## src/rtl/lexington_pkg.sv

```systemverilog
// Writeback-unit configuration shared by the top and its queue.
// Default load-queue depth and its index type.
package lexington;
  localparam int unsigned LOAD_DEPTH_DEF = 4;
  localparam int unsigned QIDX_W = $clog2(LOAD_DEPTH_DEF);
  typedef logic [QIDX_W-1:0] qidx_t;
endpackage

```

## src/rtl/rv32_pkg.sv

```systemverilog
// RV32 base types shared across the core.
// Architectural word and register-index widths.
package rv32;
  typedef logic [31:0] word;
  typedef logic [4:0]  gpr_addr_t;
endpackage

```

## src/rtl/addr_fifo.sv

```systemverilog
// In-order FIFO of pending load destinations.
// Exposes per-entry valid/data so operands can be scoreboarded.
module addr_fifo
  import rv32::*;
#(
  parameter  int unsigned DEPTH = lexington::LOAD_DEPTH_DEF,
  localparam int unsigned PW    = $clog2(DEPTH),
  localparam int unsigned CW    = PW + 1
) (
  input  logic                    clk,
  input  logic                    rst_n,
  input  logic                    push,
  input  gpr_addr_t               push_data,
  input  logic                    pop,
  output gpr_addr_t               head,
  output logic                    full,
  output logic                    empty,
  output logic [CW-1:0]           count,
  output logic [DEPTH-1:0]        ent_valid,
  output gpr_addr_t [DEPTH-1:0]   ent_data
);

  logic [PW-1:0] wr_q, wr_d;
  logic [PW-1:0] rd_q, rd_d;
  logic [CW-1:0] cnt_q, cnt_d;
  gpr_addr_t [DEPTH-1:0] mem_q, mem_d;
  logic do_push, do_pop;

  assign empty    = (cnt_q == '0);
  assign full     = (cnt_q == CW'(DEPTH));
  assign count    = cnt_q;
  assign head     = mem_q[rd_q];
  assign ent_data = mem_q;

  // A pop frees the head slot, so a full queue can still take a push.
  assign do_pop  = pop && !empty;
  assign do_push = push && (!full || do_pop);

  always_comb begin
    wr_d  = wr_q;
    rd_d  = rd_q;
    cnt_d = cnt_q;
    mem_d = mem_q;
    if (do_push) begin
      mem_d[wr_q] = push_data;
      wr_d = wr_q + 1'b1;
    end
    if (do_pop) begin
      rd_d = rd_q + 1'b1;
    end
    case ({do_push, do_pop})
      2'b10:   cnt_d = cnt_q + 1'b1;
      2'b01:   cnt_d = cnt_q - 1'b1;
      default: cnt_d = cnt_q;
    endcase
  end

  always_comb begin
    ent_valid = '0;
    for (int i = 0; i < DEPTH; i++) begin
      ent_valid[i] = {1'b0, PW'(i) - rd_q} < cnt_q;
    end
  end

  always_ff @(posedge clk or negedge rst_n) begin
    if (!rst_n) begin
      wr_q  <= '0;
      rd_q  <= '0;
      cnt_q <= '0;
      mem_q <= '0;
    end else begin
      wr_q  <= wr_d;
      rd_q  <= rd_d;
      cnt_q <= cnt_d;
      mem_q <= mem_d;
    end
  end

endmodule

```

## src/rtl/writeback_unit.sv

```systemverilog
// Register-file writeback arbiter: ALU results and in-order load returns.
// Tracks pending load destinations for operand hazard checks.
module writeback_unit
  import rv32::*, lexington::*;
#(
  parameter int unsigned LOAD_DEPTH = LOAD_DEPTH_DEF
) (
  input  logic      clk,
  input  logic      rst_n,
  input  logic      alu_valid,
  input  gpr_addr_t alu_dest,
  input  word       alu_data,
  input  logic      load_issue,
  input  gpr_addr_t load_dest,
  input  logic      mem_rsp_valid,
  input  word       mem_rsp_data,
  output logic      mem_rsp_ready,
  input  gpr_addr_t rs1_addr,
  input  gpr_addr_t rs2_addr,
  output logic      rs1_busy,
  output logic      rs2_busy,
  output logic      load_full,
  output logic      load_empty,
  output logic      hazard_err,
  output logic      dest_en,
  output gpr_addr_t dest_addr,
  output word       dest_data
);

  localparam int unsigned CW = $clog2(LOAD_DEPTH) + 1;

  gpr_addr_t q_head;
  logic q_full, q_empty;
  logic [CW-1:0] q_count;
  logic [LOAD_DEPTH-1:0] q_valid;
  gpr_addr_t [LOAD_DEPTH-1:0] q_data;

  logic rsp_pop;
  logic rs1_hit, rs2_hit, waw_hit;
  logic drop, stray, waw;

  logic en_q, en_d;
  gpr_addr_t addr_q, addr_d;
  word data_q, data_d;
  logic err_q, err_d;

  addr_fifo #(.DEPTH(LOAD_DEPTH)) u_fifo (
    .clk       (clk),
    .rst_n     (rst_n),
    .push      (load_issue),
    .push_data (load_dest),
    .pop       (rsp_pop),
    .head      (q_head),
    .full      (q_full),
    .empty     (q_empty),
    .count     (q_count),
    .ent_valid (q_valid),
    .ent_data  (q_data)
  );

  // ALU owns the write port whenever it has a result.
  assign mem_rsp_ready = !alu_valid && !q_empty;
  assign rsp_pop       = mem_rsp_valid && mem_rsp_ready;
  assign load_full     = q_full;
  assign load_empty    = q_empty;

  always_comb begin
    rs1_hit = 1'b0;
    rs2_hit = 1'b0;
    waw_hit = 1'b0;
    for (int i = 0; i < LOAD_DEPTH; i++) begin
      if (q_valid[i]) begin
        rs1_hit = rs1_hit | (q_data[i] == rs1_addr);
        rs2_hit = rs2_hit | (q_data[i] == rs2_addr);
        waw_hit = waw_hit | (q_data[i] == alu_dest);
      end
    end
  end

  assign rs1_busy = rs1_hit && (rs1_addr != '0);
  assign rs2_busy = rs2_hit && (rs2_addr != '0);

  assign drop  = load_issue && (q_count == CW'(LOAD_DEPTH)) && !rsp_pop;
  assign stray = mem_rsp_valid && q_empty;
  assign waw   = alu_valid && (alu_dest != '0) && waw_hit;

  always_comb begin
    en_d   = 1'b0;
    addr_d = addr_q;
    data_d = data_q;
    err_d  = drop | stray | waw;
    unique case (1'b1)
      alu_valid: begin
        en_d   = (alu_dest != '0);
        addr_d = alu_dest;
        data_d = alu_data;
      end
      rsp_pop: begin
        en_d   = (q_head != '0);
        addr_d = q_head;
        data_d = mem_rsp_data;
      end
      default: ;
    endcase
  end

  always_ff @(posedge clk or negedge rst_n) begin
    if (!rst_n) begin
      en_q   <= 1'b0;
      addr_q <= '0;
      data_q <= '0;
      err_q  <= 1'b0;
    end else begin
      en_q   <= en_d;
      addr_q <= addr_d;
      data_q <= data_d;
      err_q  <= err_d;
    end
  end

  assign dest_en    = en_q;
  assign dest_addr  = addr_q;
  assign dest_data  = data_q;
  assign hazard_err = err_q;

endmodule

```

## config.mk

```make
export PLATFORM = sky130hd
export DESIGN_NAME = writeback_unit
export DESIGN_NICKNAME = d
export VERILOG_FILES = /design/src/rtl/lexington_pkg.sv /design/src/rtl/rv32_pkg.sv /design/src/rtl/addr_fifo.sv /design/src/rtl/writeback_unit.sv
export SDC_FILE = /design/constraint.sdc
export NUM_CORES = 1
export LEC_CHECK = 0
export CAP_MARGIN = 20
export CORE_ASPECT_RATIO = 1.5
export CORE_MARGIN = 4
export CORE_UTILIZATION = 35
export DETAILED_ROUTE_END_ITERATION = 16
export DONT_BUFFER_PORTS = 1
export PLACE_DENSITY = 0.56
export SKIP_LAST_GASP = 1
export SLEW_MARGIN = 20
export SYNTH_ARGS = -nofsm -noshare
export SYNTH_HDL_FRONTEND = slang
export SYNTH_HIERARCHICAL = 1
export SYNTH_SLANG_ARGS = --single-unit
```

## constraint.sdc

```tcl
create_clock -name clk -period 6.3 [get_ports clk]
set_input_delay 1.89 -clock clk [delete_from_list [all_inputs] [get_ports clk]]
set_output_delay 1.89 -clock clk [all_outputs]
set_load 0.02 [all_outputs]
```

[After elaboration in Yosys (flattened, before gate mapping)]
Index checks and enable logic that the tools add are counted.
Word-level totals
  bits of input ports: 89
  logic and storage cells: 97
  flip-flop bits (word level): 66
  output and inout port bits: 44
Cells by class
  add/sub/neg operators: 8
  $lt $le $gt $ge: 7
  multiplexer cells: 21
  bitwise gates (word level): 11
  reductions and logical operators: 24
  equality and inequality tests: 15
Operators with widths (number)
  32-bit one-hot mux with 2 select lines: 1
  5-bit == test: 12
  20-bit bitwise mux: 1
  5-bit nonzero test: 4
  1-bit logical AND: 12
  2-bit by 3-bit < comparator with 1-bit output: 4
  1-bit two-way mux: 12
  1-bit OR: 11
  5-bit binary-select mux with 2-bit select: 1
  5-bit demux with 2-bit select: 1
  5-bit two-way mux: 2
  5-bit one-hot mux with 2 select lines: 1
  2-bit by 3-bit < comparator with 1-bit output (second input constant): 2
  3-bit one-hot mux with 2 select lines: 1
  2-bit by 1-bit adder with 2-bit output (second input constant): 2
  1-bit zero test: 4
  2-bit nonzero test: 2
  1-bit by 2-bit subtractor with 2-bit output (first input constant): 2
  2-bit subtractor (first input constant): 2
  3-bit by 1-bit adder with 3-bit output (second input constant): 1
  3-bit == test (second input constant): 1
  3-bit zero test: 1
  3-bit by 1-bit subtractor with 3-bit output (second input constant): 1
  2-bit by 1-bit == test with 1-bit output (second input constant): 1
  4 further kinds: 4

[Logic depth before layout (Yosys ltp)]
  depth after elaboration: 11
  gate-level depth with buffers: 12
  mapped depth without buffers: 10

[Modules after synthesis]
Netlist, hierarchy kept.
Modules (own cells, without submodules)
  writeback_unit: area an instance 2466.1 µm², cells each 281, sequential area each 975.9 µm², times used 1
  addr_fifo: area an instance 1426.4 µm², cells each 108, sequential area each 675.6 µm², times used 1

[Least setup slack after synthesis]
OpenSTA, ideal clock, no wires.
  kind: input port to output port
  from: input port rs1_addr[0]
  to: output port rs1_busy
  buffers on the path: 1
  required time: 4.410 ns
  arrival: 2.881 ns
  setup slack: 1.529 ns
  stages on the path: 6
  path through: clkbuf_1 xor2_1 nor4_1 nand3_1 nand4_1 o21a_1
On the way
  longest elaborated chain between the ends: 9
  elaborated cells on any way between the ends: 13
  classes of those cells: 4 x eq/ne; 4 x mux; 3 x bitwise; 2 x reduce/logical
Ends and longest elaborated chain
  start, declared: line writeback_unit.sv:18  | input gpr_addr_t rs1_addr,
  5-bit == test: line writeback_unit.sv:73  | rs1_hit = rs1_hit | (q_data[i] == rs1_addr);
  1-bit two-way mux: line writeback_unit.sv:72  | if (q_valid[i]) begin
  1-bit OR: line writeback_unit.sv:73
  1-bit two-way mux: line writeback_unit.sv:72
  1-bit OR: line writeback_unit.sv:73
  1-bit two-way mux: line writeback_unit.sv:72
  1-bit OR: line writeback_unit.sv:73
  1-bit two-way mux: line writeback_unit.sv:72
  1-bit logical AND (*): line writeback_unit.sv:80  | assign rs1_busy = rs1_hit && (rs1_addr != '0);
  end, declared: line writeback_unit.sv:20  | output logic rs1_busy,
Every way passes the cells marked *; elsewhere a longest branch is shown, timed or not.

[Final worst setup path]
  from: input port rs2_addr[0]
  to: output port rs2_busy
On the way
  longest elaborated chain between the ends: 9
  elaborated cells on any way between the ends: 13
  classes of those cells: 4 x eq/ne; 4 x mux; 3 x bitwise; 2 x reduce/logical
Ends and longest elaborated chain
  start, declared: line writeback_unit.sv:19  | input gpr_addr_t rs2_addr,
  5-bit == test: line writeback_unit.sv:74  | rs2_hit = rs2_hit | (q_data[i] == rs2_addr);
  1-bit two-way mux: line writeback_unit.sv:72
  1-bit OR: line writeback_unit.sv:74
  1-bit two-way mux: line writeback_unit.sv:72
  1-bit OR: line writeback_unit.sv:74
  1-bit two-way mux: line writeback_unit.sv:72
  1-bit OR: line writeback_unit.sv:74
  1-bit two-way mux: line writeback_unit.sv:72
  1-bit logical AND (*): line writeback_unit.sv:81  | assign rs2_busy = rs2_hit && (rs2_addr != '0);
  end, declared: line writeback_unit.sv:21  | output logic rs2_busy,
Marked as above.

==> impl_metrics.toml <==
[critical_path]
arrival_ns = 2.86
r2r_end = "u_fifo/count[1]$_DFFE_PN0P_"
required_ns = 4.41
r2r_start = "u_fifo/count[0]$_DFFE_PN0P_"
cp_max_fo = 5
reg2reg_depth = 9
crit_start = "rs2_addr[0]"
worstSetupEndpointType = "output pin"
critPathKind = "input port to output pin"
ff2ff_setup_slack_ns = 3.45
cp-endpoint = "rs2_busy"
cp-start-kind = "input port"

[final_layout]
drive_gt1_share_pct = 14.6
fin_area_sq_um = 4260
diodes = 0
final_util_pct = 39.8
nNetsFinal = 471
area_delta_synth_final_pct = 9.48
stdcell_count = 521

[sta]
period_share_pct = 75.5
rsz0062_at_grt = "false"
fin_ws_ns = 1.55
finalHoldViolCount = 0
slew_violations = 0
setup_violations = 0
period_minus_slack_ns = 4.75
setup_tns_ns = 0
fin_skew_ns = 0.00445
fmax_ghz = 0.210
whs_ns = 0.540
tightest_slew_ns = 0.678
relSlewSlack_pct = 54.8

[grt]
grt_max_degree = 67
grt_overflow = 0
grt_antenna_before_repair = 0
grt_pass1_vias = 2960
grt_pass1_wl_um = 15600
grtUsageTotal_pct = 16.3

[synth]
yosysMostFrequentCell = "nand2_1"
synth_area_leaders = "dfrtp_1, xor2_1, nand2_1"
avgSynthCellArea_sq_um = 10.0
yosysSeqAreaShare_pct = 42.4
synthFlopType = "dfrtp_1"
synthDistinctLibCells = 38
synth_area_sq_um = 3890
synth-seq-cells = 66
synth_cells = 389
synth_edf_count = 0
yosys.area.top_type = "dfrtp_1"
yosysTopAreaCellShare_pct = 42.4
syn_nets = 488
synthTopCellsByCount = "nand2_1, dfrtp_1, xor2_1"
yosysWarningCount = 6
async_flop_share_pct = 100

[routing]
num_vias = 2849
via_per_inst = 5.47
wl_per_cell_um = 19.6
drt_wl_total_um = 10200
drt_iter0_drc = 86
drc = 0
drt_first_pass_iters = 4
final_antenna_net_count = 0

[power_and_ir_drop]
power-per-cell-area_nw_per_um2 = 492
ir_worst_vdd_mv = 0.216
p_total_mw = 2.10
cellLeakagePower_nw = 1.86

[floorplan]
start_util_pct = 36.4
die_h_um = 137
dieArea_sq_um = 12900
core_region_area_sq_um = 10700
ios = 133
die_w_um = 94.1
num_rows = 46

[run_status]
status = "finished clean"

[clock_tree]
clk_latency_ns = 0.33
numCtsBuffers = 9
cts_buffer_depth = 2
cts_tree = "built"
cts_hold_buf = 0
cts_setup_buffers = 0
cts_resized = 0
clock_sinks = 66
clk_pin_slew_worst_paths_ns = 0.05
root_buffer = "clkbuf_16"
h-tree-depth = 3

[placement]
dp_slack_ns = 1.53
place_inst = 505
dp_hpwl_um = 7740
dpl_cell_area_sq_um = 3940
place.gp.congestion = 0.889
port_buffers = 0

[min_path]
holdPathStages = 1
hp-class = "flop to flop"

[flow_run]
maxCapViolCount = 0
==> sequential cells by signal, indices dropped and copies added, names as in the netlist <==
signal and cells:
dest_data 32, u_fifo/ent_data 20, dest_addr 5, u_fifo/count 3
u_fifo/rd_q 2, u_fifo/wr_q 2, dest_en 1, hazard_err 1
==> critical path, stage by stage <==
cell	delay (ns)
xor2_1	0.14
nor4_1	0.36
nand3_1	0.12
nand4_1	0.11
o21a_1	0.24
==> cells by family (layout without fill, tap and decap cells) <==
| logic type | count (synthesis) | after routing | share of synthesized area [%] |
|---|---|---|---|
| and+or+nand+nor | 130 | 130 | 15.8 |
| xor gates and xnor gates | 67 | 67 | 15.1 |
| DFF | 66 | 66 | 42.4 |
| muxes | 26 | 26 | 8.97 |
| AOI/OAI and AO/OA | 51 | 51 | 9.45 |
| adders and majority gates | 10 | 10 | 3.41 |
| buffers and inverters | 39 | 27 | 4.89 |
==> metal layers <==
layer  wire [um]  GRT usage (%)  vias to the layer above
met2        5370           28.7                      145
met1        3650           17.3                     1379
li1            -              -                     1300
met3         920           4.95                       25
met5           0              0                        -
met4         281           8.19                        0
==> layout by cell type (no fill, tap or decap), types with 2 or more instances in the layout <==
master / instances
nand4_1: 2
nor4_1: 12
or4_1: 4
mux2_2: 21
bufinv_16: 2
nand3_1: 12
a21oi_1: 5
clkinv_2: 2
inv_1: 8
nand2_1: 83
o21a_1: 2
xor2_1: 51
xnor2_1: 16
a22oi_1: 37
mux4_2: 5
or2_2: 3
nor2_1: 5
nor2_2: 2
buf_4: 3
clkbuf_16: 9
ha_1: 9
dfrtp_1: 66
o21ai_1: 2
==> where the power goes <==
group	switching (mW)	internal, mW	total (mW)
logic	0.328	0.365	0.693
registers	0.308	0.563	0.870
clock network	0.178	0.355	0.534
total	0.814	1.28	2.10
==> worst min path at each step <==
stage	startpoint	to	slack, ns
global route	u_fifo/wr_q[0]$_DFFE_PN0P_	u_fifo/wr_q[0]$_DFFE_PN0P_	0.59
finish	u_fifo/wr_q[0]$_DFFE_PN0P_	u_fifo/wr_q[0]$_DFFE_PN0P_	0.54
CTS	u_fifo/wr_q[0]$_DFFE_PN0P_	u_fifo/wr_q[0]$_DFFE_PN0P_	0.55
detailed placement	u_fifo/wr_q[0]$_DFFE_PN0P_	u_fifo/wr_q[0]$_DFFE_PN0P_	0.54
floorplan	u_fifo/wr_q[0]$_DFFE_PN0P_	u_fifo/wr_q[0]$_DFFE_PN0P_	0.50
global placement	u_fifo/wr_q[0]$_DFFE_PN0P_	u_fifo/wr_q[0]$_DFFE_PN0P_	0.53
==> final cells by class <==
cell class	count	area, sq um
inverter	8	30.0
clock buffer	11	243
multi-input combinational	284	2060
tap	144	180
sequential	66	1650
clock inverter	5	77.6
timing repair buffer	3	22.5
fill	1097	6440
Power figures use the tool's default switching activity.
